**src/rtl/clock_and_reset_pkg.sv**
```systemverilog
// Shared types and default widths for the clock-cycle-counting timer.
package clock_and_reset_pkg;
  typedef enum logic {IDLE, COUNT} ccount_state_e;
  localparam int CCOUNT_CNT_W = 32;
  localparam int CCOUNT_EXP_W = 16;
endpackage

```
**src/rtl/cycle_count_timer_if.sv**
```systemverilog
// Command handshake bundle: requester drives count/abort, timer answers with ready.
interface cycle_count_timer_if #(
  parameter int CNT_W = 32
);
  logic             cmd_valid;
  logic             cmd_ready;
  logic [CNT_W-1:0] cmd_count;
  logic             cmd_abort;

  modport master (output cmd_valid, cmd_count, cmd_abort, input cmd_ready);
  modport slave  (input cmd_valid, cmd_count, cmd_abort, output cmd_ready);
endinterface

```
**src/rtl/cycle_count_timer.sv**
```systemverilog
// Down-counting timeout engine with a one-deep command slot, expiry pulse
// and saturating completion counter.
module cycle_count_timer
  import clock_and_reset_pkg::*;
#(
  parameter int CNT_W = CCOUNT_CNT_W,
  parameter int EXP_W = CCOUNT_EXP_W
) (
  input  logic                clock,
  input  logic                reset,
  cycle_count_timer_if.slave  cmd,
  output logic                busy,
  output logic [CNT_W-1:0]    remaining,
  output logic                pending,
  output logic                expired,
  output logic [EXP_W-1:0]    expiry_total
);

  ccount_state_e    state, state_nxt;
  logic [CNT_W-1:0] rem_nxt, pend_cnt, pcnt_nxt;
  logic             pend_nxt, exp_nxt;
  logic [EXP_W-1:0] tot_nxt;
  logic             accept;

  assign cmd.cmd_ready = !pending && !cmd.cmd_abort;
  assign accept        = cmd.cmd_valid && cmd.cmd_ready;
  assign busy          = (state == COUNT);

  always_ff @(posedge clock) begin
    if (reset) begin
      state        <= IDLE;
      remaining    <= '0;
      pending      <= 1'b0;
      pend_cnt     <= '0;
      expired      <= 1'b0;
      expiry_total <= '0;
    end else begin
      state        <= state_nxt;
      remaining    <= rem_nxt;
      pending      <= pend_nxt;
      pend_cnt     <= pcnt_nxt;
      expired      <= exp_nxt;
      expiry_total <= tot_nxt;
    end
  end

  always_comb begin
    state_nxt = state;
    rem_nxt   = remaining;
    pend_nxt  = pending;
    pcnt_nxt  = pend_cnt;
    exp_nxt   = 1'b0;
    tot_nxt   = expiry_total;
    if (cmd.cmd_abort) begin
      state_nxt = IDLE;
      rem_nxt   = '0;
      pend_nxt  = 1'b0;
    end else begin
      case (state)
        IDLE: begin
          if (accept) begin
            rem_nxt   = cmd.cmd_count;
            state_nxt = COUNT;
          end
        end
        COUNT: begin
          // A loaded count of 0 behaves like 1: it completes on the next edge.
          if (remaining <= CNT_W'(1)) begin
            exp_nxt = 1'b1;
            rem_nxt = '0;
            if (expiry_total != '1) tot_nxt = expiry_total + EXP_W'(1);
            if (pending) begin
              rem_nxt  = pend_cnt;
              pend_nxt = 1'b0;
            end else if (accept) begin
              rem_nxt = cmd.cmd_count;
            end else begin
              state_nxt = IDLE;
            end
          end else begin
            rem_nxt = remaining - CNT_W'(1);
            if (accept) begin
              pend_nxt = 1'b1;
              pcnt_nxt = cmd.cmd_count;
            end
          end
        end
        default: state_nxt = IDLE;
      endcase
    end
  end

endmodule

```
**src/flat_wrapper.sv**
```systemverilog
// flat-port wrapper written by rule: the top's interface ports become plain ports
module cycle_count_timer_flat import clock_and_reset_pkg::*;
#(
  parameter int CNT_W = CCOUNT_CNT_W,
  parameter int EXP_W = CCOUNT_EXP_W
)
  (clock, reset, busy, remaining, pending, expired, expiry_total, cmd_cmd_valid, cmd_cmd_count, cmd_cmd_abort, cmd_cmd_ready);
  cycle_count_timer_if #(.CNT_W(CNT_W)) cmd_i ();
  input  logic clock;
  input  logic reset;
  output logic busy;
  output logic [CNT_W-1:0] remaining;
  output logic pending;
  output logic expired;
  output logic [EXP_W-1:0] expiry_total;
  input wire logic [$bits(cmd_i.cmd_valid)-1:0] cmd_cmd_valid;
  input wire logic [$bits(cmd_i.cmd_count)-1:0] cmd_cmd_count;
  input wire logic [$bits(cmd_i.cmd_abort)-1:0] cmd_cmd_abort;
  output wire logic [$bits(cmd_i.cmd_ready)-1:0] cmd_cmd_ready;
  assign cmd_i.cmd_valid = cmd_cmd_valid;
  assign cmd_i.cmd_count = cmd_cmd_count;
  assign cmd_i.cmd_abort = cmd_cmd_abort;
  assign cmd_cmd_ready = cmd_i.cmd_ready;
  cycle_count_timer #(.CNT_W(CNT_W), .EXP_W(EXP_W)) u_core (.clock(clock), .reset(reset), .cmd(cmd_i), .busy(busy), .remaining(remaining), .pending(pending), .expired(expired), .expiry_total(expiry_total));
endmodule
```
**config.mk**
```make
export PLATFORM = sky130hd
export DESIGN_NAME = cycle_count_timer_flat
export DESIGN_NICKNAME = d
export VERILOG_FILES = /design/src/rtl/clock_and_reset_pkg.sv /design/src/rtl/cycle_count_timer_if.sv /design/src/rtl/cycle_count_timer.sv /design/src/flat_wrapper.sv
export SDC_FILE = /design/constraint.sdc
export NUM_CORES = 1
export LEC_CHECK = 0
export CAP_MARGIN = 20
export CORE_MARGIN = 3
export CORE_UTILIZATION = 29
export DETAILED_ROUTE_END_ITERATION = 10
export PLACE_DENSITY = 0.57
export SLEW_MARGIN = 20
export SYNTH_ARGS = -nofsm -noshare
export SYNTH_HDL_FRONTEND = slang
export SYNTH_SLANG_ARGS = --single-unit
```
**constraint.sdc**
```tcl
create_clock -name clock -period 7.4 [get_ports clock]
set_clock_uncertainty 0.2 [all_clocks]
set_input_delay 1.48 -clock clock [delete_from_list [all_inputs] [get_ports clock]]
set_output_delay 1.48 -clock clock [all_outputs]
set_load 0.01 [all_outputs]
```
==> impl_metrics.csv, run 1 <==
group,metric,value,unit
grt,track_usage,17.2,%
critical_path,worstSetupPathType,"in -> out",
routing,postRouteAntennaNets,0,
timing,layout_setup_ws,3000,ps
clock_tree,cts_hold_buffers,0,
grt,grt_start_max_net_pins,55,
critical_path,critPathCaptureType,"output pin",
clock_tree,root_buffer,"clkbuf_16",
routing,drcViolationCount,0,
layout,drive_gt1_share,6.21,%
die,rows,44,
logic_synthesis,ys_warn_count,0,
logic_synthesis,syn_nets,630,
die,dieArea,0.0168,mm²
layout,nets,694,
logic_synthesis,async_flop_share,0,%
timing,max_clock_freq,227,MHz
critical_path,cp_top_family,"buffers and inverters",
grt,antenna_found_initial,0,
timing,hold_viol,0,
routing,drt_wl_total,14400,µm
timing,tightest_slew,1030,ps
die,initial_core_util,30.0,%
logic_synthesis,synth-seq-area-share,37.5,%
critical_path,worstPathMaxFanout,6,
timing,fin_tns_setup,0,ps
clock_tree,numCtsBuffers,9,
logic_synthesis,synth_top_cell_area_share,37.5,%
critical_path,crit_chain,"clkdlybuf4s50_1, nor2_1, clkdlybuf4s50_1",
placed_design,placed_area,0.00541,mm²
power_and_ir_drop,p_per_area,206,mW/mm²
critical_path,cp_data_required_time,5720,ps
hold_path,hold_path.class,"reg -> reg",
clock_tree,post-cts-setup-buffers,0,
placed_design,hpwl,9790,µm
routing,drtIter0Drc,306,
logic_synthesis,ys_top_cells_by_area,"dfxtp_1 38%, nand2_1 13%, a21oi_1 9.2%, nor2_1 3.0%, xor2_1 2.8%",
routing,drt_pass1_iterations,5,
layout,fin_cells,844,
critical_path,path_buf_inv,2,
logic_synthesis,ys_seq_elements,83,
clock_tree,clock_latency,340,ps
placed_design,dp_slack,2960,ps
logic_synthesis,synth_common_cells,"158 x nand2_1, 83 x dfxtp_1, 81 x a21oi_1, 35 x nor2_1, 28 x clkbuf_1",
logic_synthesis,yosys_most_used_dff,"dfxtp_1",
power_and_ir_drop,vdd_drop_max,0.000117,V
grt,grt_pass1_vias,4362,
logic_synthesis,syn_avg_cell_area,7.49,µm²
critical_path,cp_slowest_cell,"clkdlybuf4s50_1",
power_and_ir_drop,finalPower,1180,µW
power_and_ir_drop,p_leak,0.00196,µW
status,status,"completed",
critical_path,start_kind,"input port",
timing,finalCriticalPeriod,4400,ps
placed_design,gp_congestion,0.821,
critical_path,critPathMostFrequentCell,"clkdlybuf4s50_1",
clock_tree,cts_sinks,83,
die,die_w,130,µm
routing,vias,4553,
die,fp.dieH,130,µm
logic_synthesis,synthMostInstantiatedCell,"nand2_1",
grt,gr-total-overflow,0,
logic_synthesis,synth_edf_count,0,
routing,wl_per_cell,17.0,µm
grt,grt_pass1_wl,22900,µm
timing,setup_viol,0,
placed_design,dp.cells,828,
logic_synthesis,yosysTopAreaCell,"dfxtp_1",
timing,fin_crit_sh,59.5,%
clock_tree,cts.clk_slew.worst_paths,60,ps
die,fp.coreArea,0.0148,mm²
job,cap_violations,0,
clock_tree,cts_tree,"done",
layout,area_delta_synth_final,29.1,%
die,io_pins,88,
clock_tree,clock_path_buffers,2,
layout,num_antenna_cells,0,
timing,drv_slew,0,
clock_tree,cts_resized,0,
logic_synthesis,syn_area,0.00443,mm²
timing,relSlewSlack,31.3,%
clock_tree,htreeDepth,3,
layout,finalInstanceArea,0.00572,mm²
placed_design,io_buffer_count,87,
critical_path,cpPeakStageDelay,560,ps
routing,via_per_inst,5.39,
timing,rsz0062_at_grt,"no",
critical_path,cp_data_arrival_time,2720,ps
logic_synthesis,synth_cell_types,60,
logic_synthesis,netlist_instances,591,
-- registers in the layout, indices dropped and copies added (netlist names) --
name	flops
u_core.busy	1
u_core.expiry_total	16
u_core.pending	1
u_core.expired	1
u_core.pend_cnt	32
u_core.remaining	32
-- kinds of logic after synthesis --
kind of cell	count (synthesis)	share of synthesized area, %
AO/OA/AOI/OAI	154	22.0
multiplexers	4	0.989
flip-flops	83	37.5
buffers and inverters	44	4.18
adder cells (fa/ha/maj)	3	0.848
AND/OR/NAND/NOR	279	29.7
XOR/XNOR	24	4.75
-- routing by layer --
metal | wire length (µm) | part of all wire [%] | GRT usage, %
met1 | 6770 | 47 | 23.5
met2 | 6760 | 47 | 27.5
met3 | 596 | 4.1 | 2.56
met4 | 262 | 1.8 | 6.23
met5 | 0 | 0 | 0
-- tightest hold or removal path, stage by stage (launching register included) --
cell,delay (ps)
dfxtp_1,310
nand2_1,50
a21oi_1,50
-- area by class of cell --
type                    count  area (µm²)
multi-input cells         464        2600
well taps                 184         230
clock buffers              11         243
fillers                  1531        9040
repair buffers             93         911
inverters                   4        15.0
flip-flops and latches     83        1660
clock inverters             5        52.6
-- where the power goes --
group,leakage [µW],internal (µW),switching [µW]
logic,0.00114,99.8,152
registers,0.000671,456,14.2
clock network,0.000145,269,187
-- per-stage QoR --
step                util, %  hold WS [ps]
finish                 38.7           254
global route           38.7           271
detailed placement     36.7           248
floorplan                 -           236
CTS                    38.7           257
global placement       36.7           241
-- placed cells by master (no fill, tap or decap), types with 8 or more instances in the layout --
master / netlist / layout
clkbuf_16: 0 / 9
dfxtp_1: 83 / 83
clkdlybuf4s50_1: 0 / 86
nand2_1: 158 / 157
or3_1: 9 / 9
nor2_1: 35 / 32
nor3_1: 18 / 18
xor2_1: 14 / 14
nand3_1: 14 / 14
o21ai_0: 11 / 11
xnor2_1: 10 / 10
a21oi_1: 81 / 81
nand4_1: 8 / 8
a31oi_1: 9 / 9
-- worst paths after layout --
kind / startpoint / cells after the start / slack [ps] / endpoint
worst max register to register: u_core.remaining[18]$_SDFFE_PP0P_ / 7 / 3770 / u_core.pend_cnt[21]$_SDFFE_PP0P_
worst max-delay path: cmd_cmd_abort / 3 / 3000 / cmd_cmd_ready
worst min-delay path: u_core.pend_cnt[6]$_SDFFE_PP0P_ / 2 / 250 / u_core.pend_cnt[6]$_SDFFE_PP0P_
worst min register to register: u_core.pend_cnt[6]$_SDFFE_PP0P_ / 2 / 250 / u_core.pend_cnt[6]$_SDFFE_PP0P_
Power figures use the tool's default switching activity.
==> run 2: changes to the inputs <==
==> constraint.sdc (replaced) <==
create_clock -name clock -period 4.25 [get_ports clock]
set_clock_uncertainty 0.2 [all_clocks]
set_input_delay 0.85 -clock clock [delete_from_list [all_inputs] [get_ports clock]]
set_output_delay 0.85 -clock clock [all_outputs]
set_load 0.01 [all_outputs]
==> run 2 against run 1 <==
  * Critical path depth increased by 3
  * Register-to-register slack got worse by 3000 ps
  * Cell count increased by 0.95%
  * Highest routed layer unchanged
  * Sequential share of layout area decreased by 0.48 points
  * Sequential power increased by 74%
  * Worst setup slack got worse by 2200 ps
  * Largest power group is now clock
  * Largest cell class unchanged
==> impl_metrics.csv, run 2 (synthesis results as in run 1) <==
group,metric,value,unit
status,status,"completed",
die,rows,44,
critical_path,cp_data_arrival_time,3560,ps
routing,drtIter0Drc,335,
timing,finalCriticalPeriod,3500,ps
clock_tree,cts_hold_buffers,0,
die,initial_core_util,30.0,%
timing,layout_setup_ws,755,ps
power_and_ir_drop,vdd_drop_max,0.000260,V
layout,fin_cells,852,
layout,num_antenna_cells,0,
die,dieArea,0.0168,mm²
timing,setup_viol,0,
grt,gr-total-overflow,0,
placed_design,dp.cells,836,
critical_path,cp_data_required_time,4320,ps
critical_path,path_buf_inv,0,
die,fp.dieH,130,µm
power_and_ir_drop,swShare,28.0,%
grt,track_usage,17.8,%
critical_path,start_kind,"flip-flop",
clock_tree,clock_path_buffers,2,
clock_tree,clock_latency,350,ps
routing,drcViolationCount,0,
critical_path,worstPathMaxFanout,14,
hold_path,hold_path.class,"reg -> reg",
layout,nets,702,
critical_path,cp_slowest_cell,"or4_4",
grt,grt_start_max_net_pins,53,
clock_tree,cts_resized,0,
layout,reg_top3,"u_core.pend_cnt (32), u_core.remaining (32), u_core.expiry_total (16)",
timing,hold_viol,0,
grt,grt.met3_usage,2.64,%
power_and_ir_drop,finalPower,2170,µW
timing,drv_slew,0,
layout,mostFrequentLayoutCells,"158 x nand2_1, 86 x clkdlybuf4s50_1, 83 x dfxtp_1",
grt,grt.busiest_layer,"met2",
timing,max_clock_freq,286,MHz
die,io_pins,88,
routing,postRouteAntennaNets,0,
power_and_ir_drop,p_per_area,374,mW/mm²
clock_tree,post-cts-setup-buffers,0,
die,fp.coreArea,0.0148,mm²
grt,gr-usage-met2,28.5,%
job,cap_violations,0,
placed_design,dp_slack,795,ps
routing,via_per_inst,5.41,
timing,rsz0062_at_grt,"no",
critical_path,worstSetupPathType,"reg -> reg",
clock_tree,cts.clk_slew.worst_paths,60,ps
grt,grt_pass1_vias,4513,
timing,relSlewSlack,54.1,%
clock_tree,cts_tree,"done",
grt,met1_usage,23.5,%
layout,mostFrequentLayoutCell,"nand2_1",
power_and_ir_drop,p_leak,0.00202,µW
timing,fin_crit_sh,82.2,%
layout,area_delta_synth_final,31.2,%
routing,drt_wl_total,14800,µm
power_and_ir_drop,p_int,1560,µW
placed_design,gp_congestion,0.898,
critical_path,critPathCaptureType,"flip-flop",
layout,drive_gt1_share,6.89,%
power_and_ir_drop,seq_power_share,37.7,%
timing,fin_tns_setup,0,ps
power_and_ir_drop,comb_power_share,20.6,%
critical_path,critPathMostFrequentCell,"or4_4",
power_and_ir_drop,p_sw,609,µW
clock_tree,numCtsBuffers,9,
critical_path,cp_top_family,"simple AND/OR/NAND/NOR gates",
grt,grt_pass1_wl,23600,µm
timing,tightest_slew,687,ps
routing,vias,4612,
clock_tree,htreeDepth,3,
power_and_ir_drop,pwr-share-clk,41.7,%
routing,wl_per_cell,17.4,µm
critical_path,cpPeakStageDelay,610,ps
die,die_w,130,µm
placed_design,io_buffer_count,87,
routing,drt_pass1_iterations,5,
clock_tree,root_buffer,"clkbuf_16",
placed_design,hpwl,10300,µm
grt,antenna_found_initial,0,
layout,utilization,39.4,%
critical_path,crit_chain,"or4_4, or4_4, nor4_4, nand3_1, or3_1, a21oi_1",
clock_tree,cts_sinks,83,
==> run 2: cell type report <==
class	instances	area, µm²
multi-input combinational	464	2590
sequential	83	1660
clock inverter	5	100
clock buffer	11	243
inverter	4	15.0
timing repair buffer	101	971
tap	184	230
fill	1509	8940
==> run 2: final timing paths <==
kind,startpoint,slack (ps),depth (start not counted),end
min,u_core.pend_cnt[5]$_SDFFE_PP0P_,250,2,u_core.pend_cnt[5]$_SDFFE_PP0P_
max,u_core.remaining[18]$_SDFFE_PP0P_,750,6,u_core.expiry_total[15]$_SDFFE_PP0P_
max reg2reg,u_core.remaining[18]$_SDFFE_PP0P_,750,6,u_core.expiry_total[15]$_SDFFE_PP0P_
min reg2reg,u_core.pend_cnt[5]$_SDFFE_PP0P_,250,2,u_core.pend_cnt[5]$_SDFFE_PP0P_
==> run 2: power by group through the flow <==
stage / combinational [µW] / sequential [µW] / clock (µW)
after floorplan: 292 / 835 / 0
after global placement: 440 / 836 / 0
after detailed placement: 443 / 836 / 0
after CTS: 446 / 819 / 921
after global routing: 489 / 822 / 956
final: 447 / 820 / 905
==> run 2: worst reg2reg max path, cell delays in order (launching register included) <==
cell,delay (ps)
dfxtp_1,370
or4_4,560
or4_4,610
nor4_4,480
nand3_1,520
or3_1,510
a21oi_1,170
==> run 2: metal layers <==
metal / part of all wire [%] / routed length (µm)
met5: 0 / 0
met4: 3.2 / 471
met3: 5.5 / 813
met2: 47 / 6930
met1: 45 / 6610
==> run 2: stage by stage <==
step / hold WS, ps / instance area, µm²
3_3_place_gp: 242 / 5470
3_5_place_dp: 248 / 5470
4_1_cts: 257 / 5810
6_report: 255 / 5810
5_1_grt: 270 / 5810
2_1_floorplan: 236 / 4430
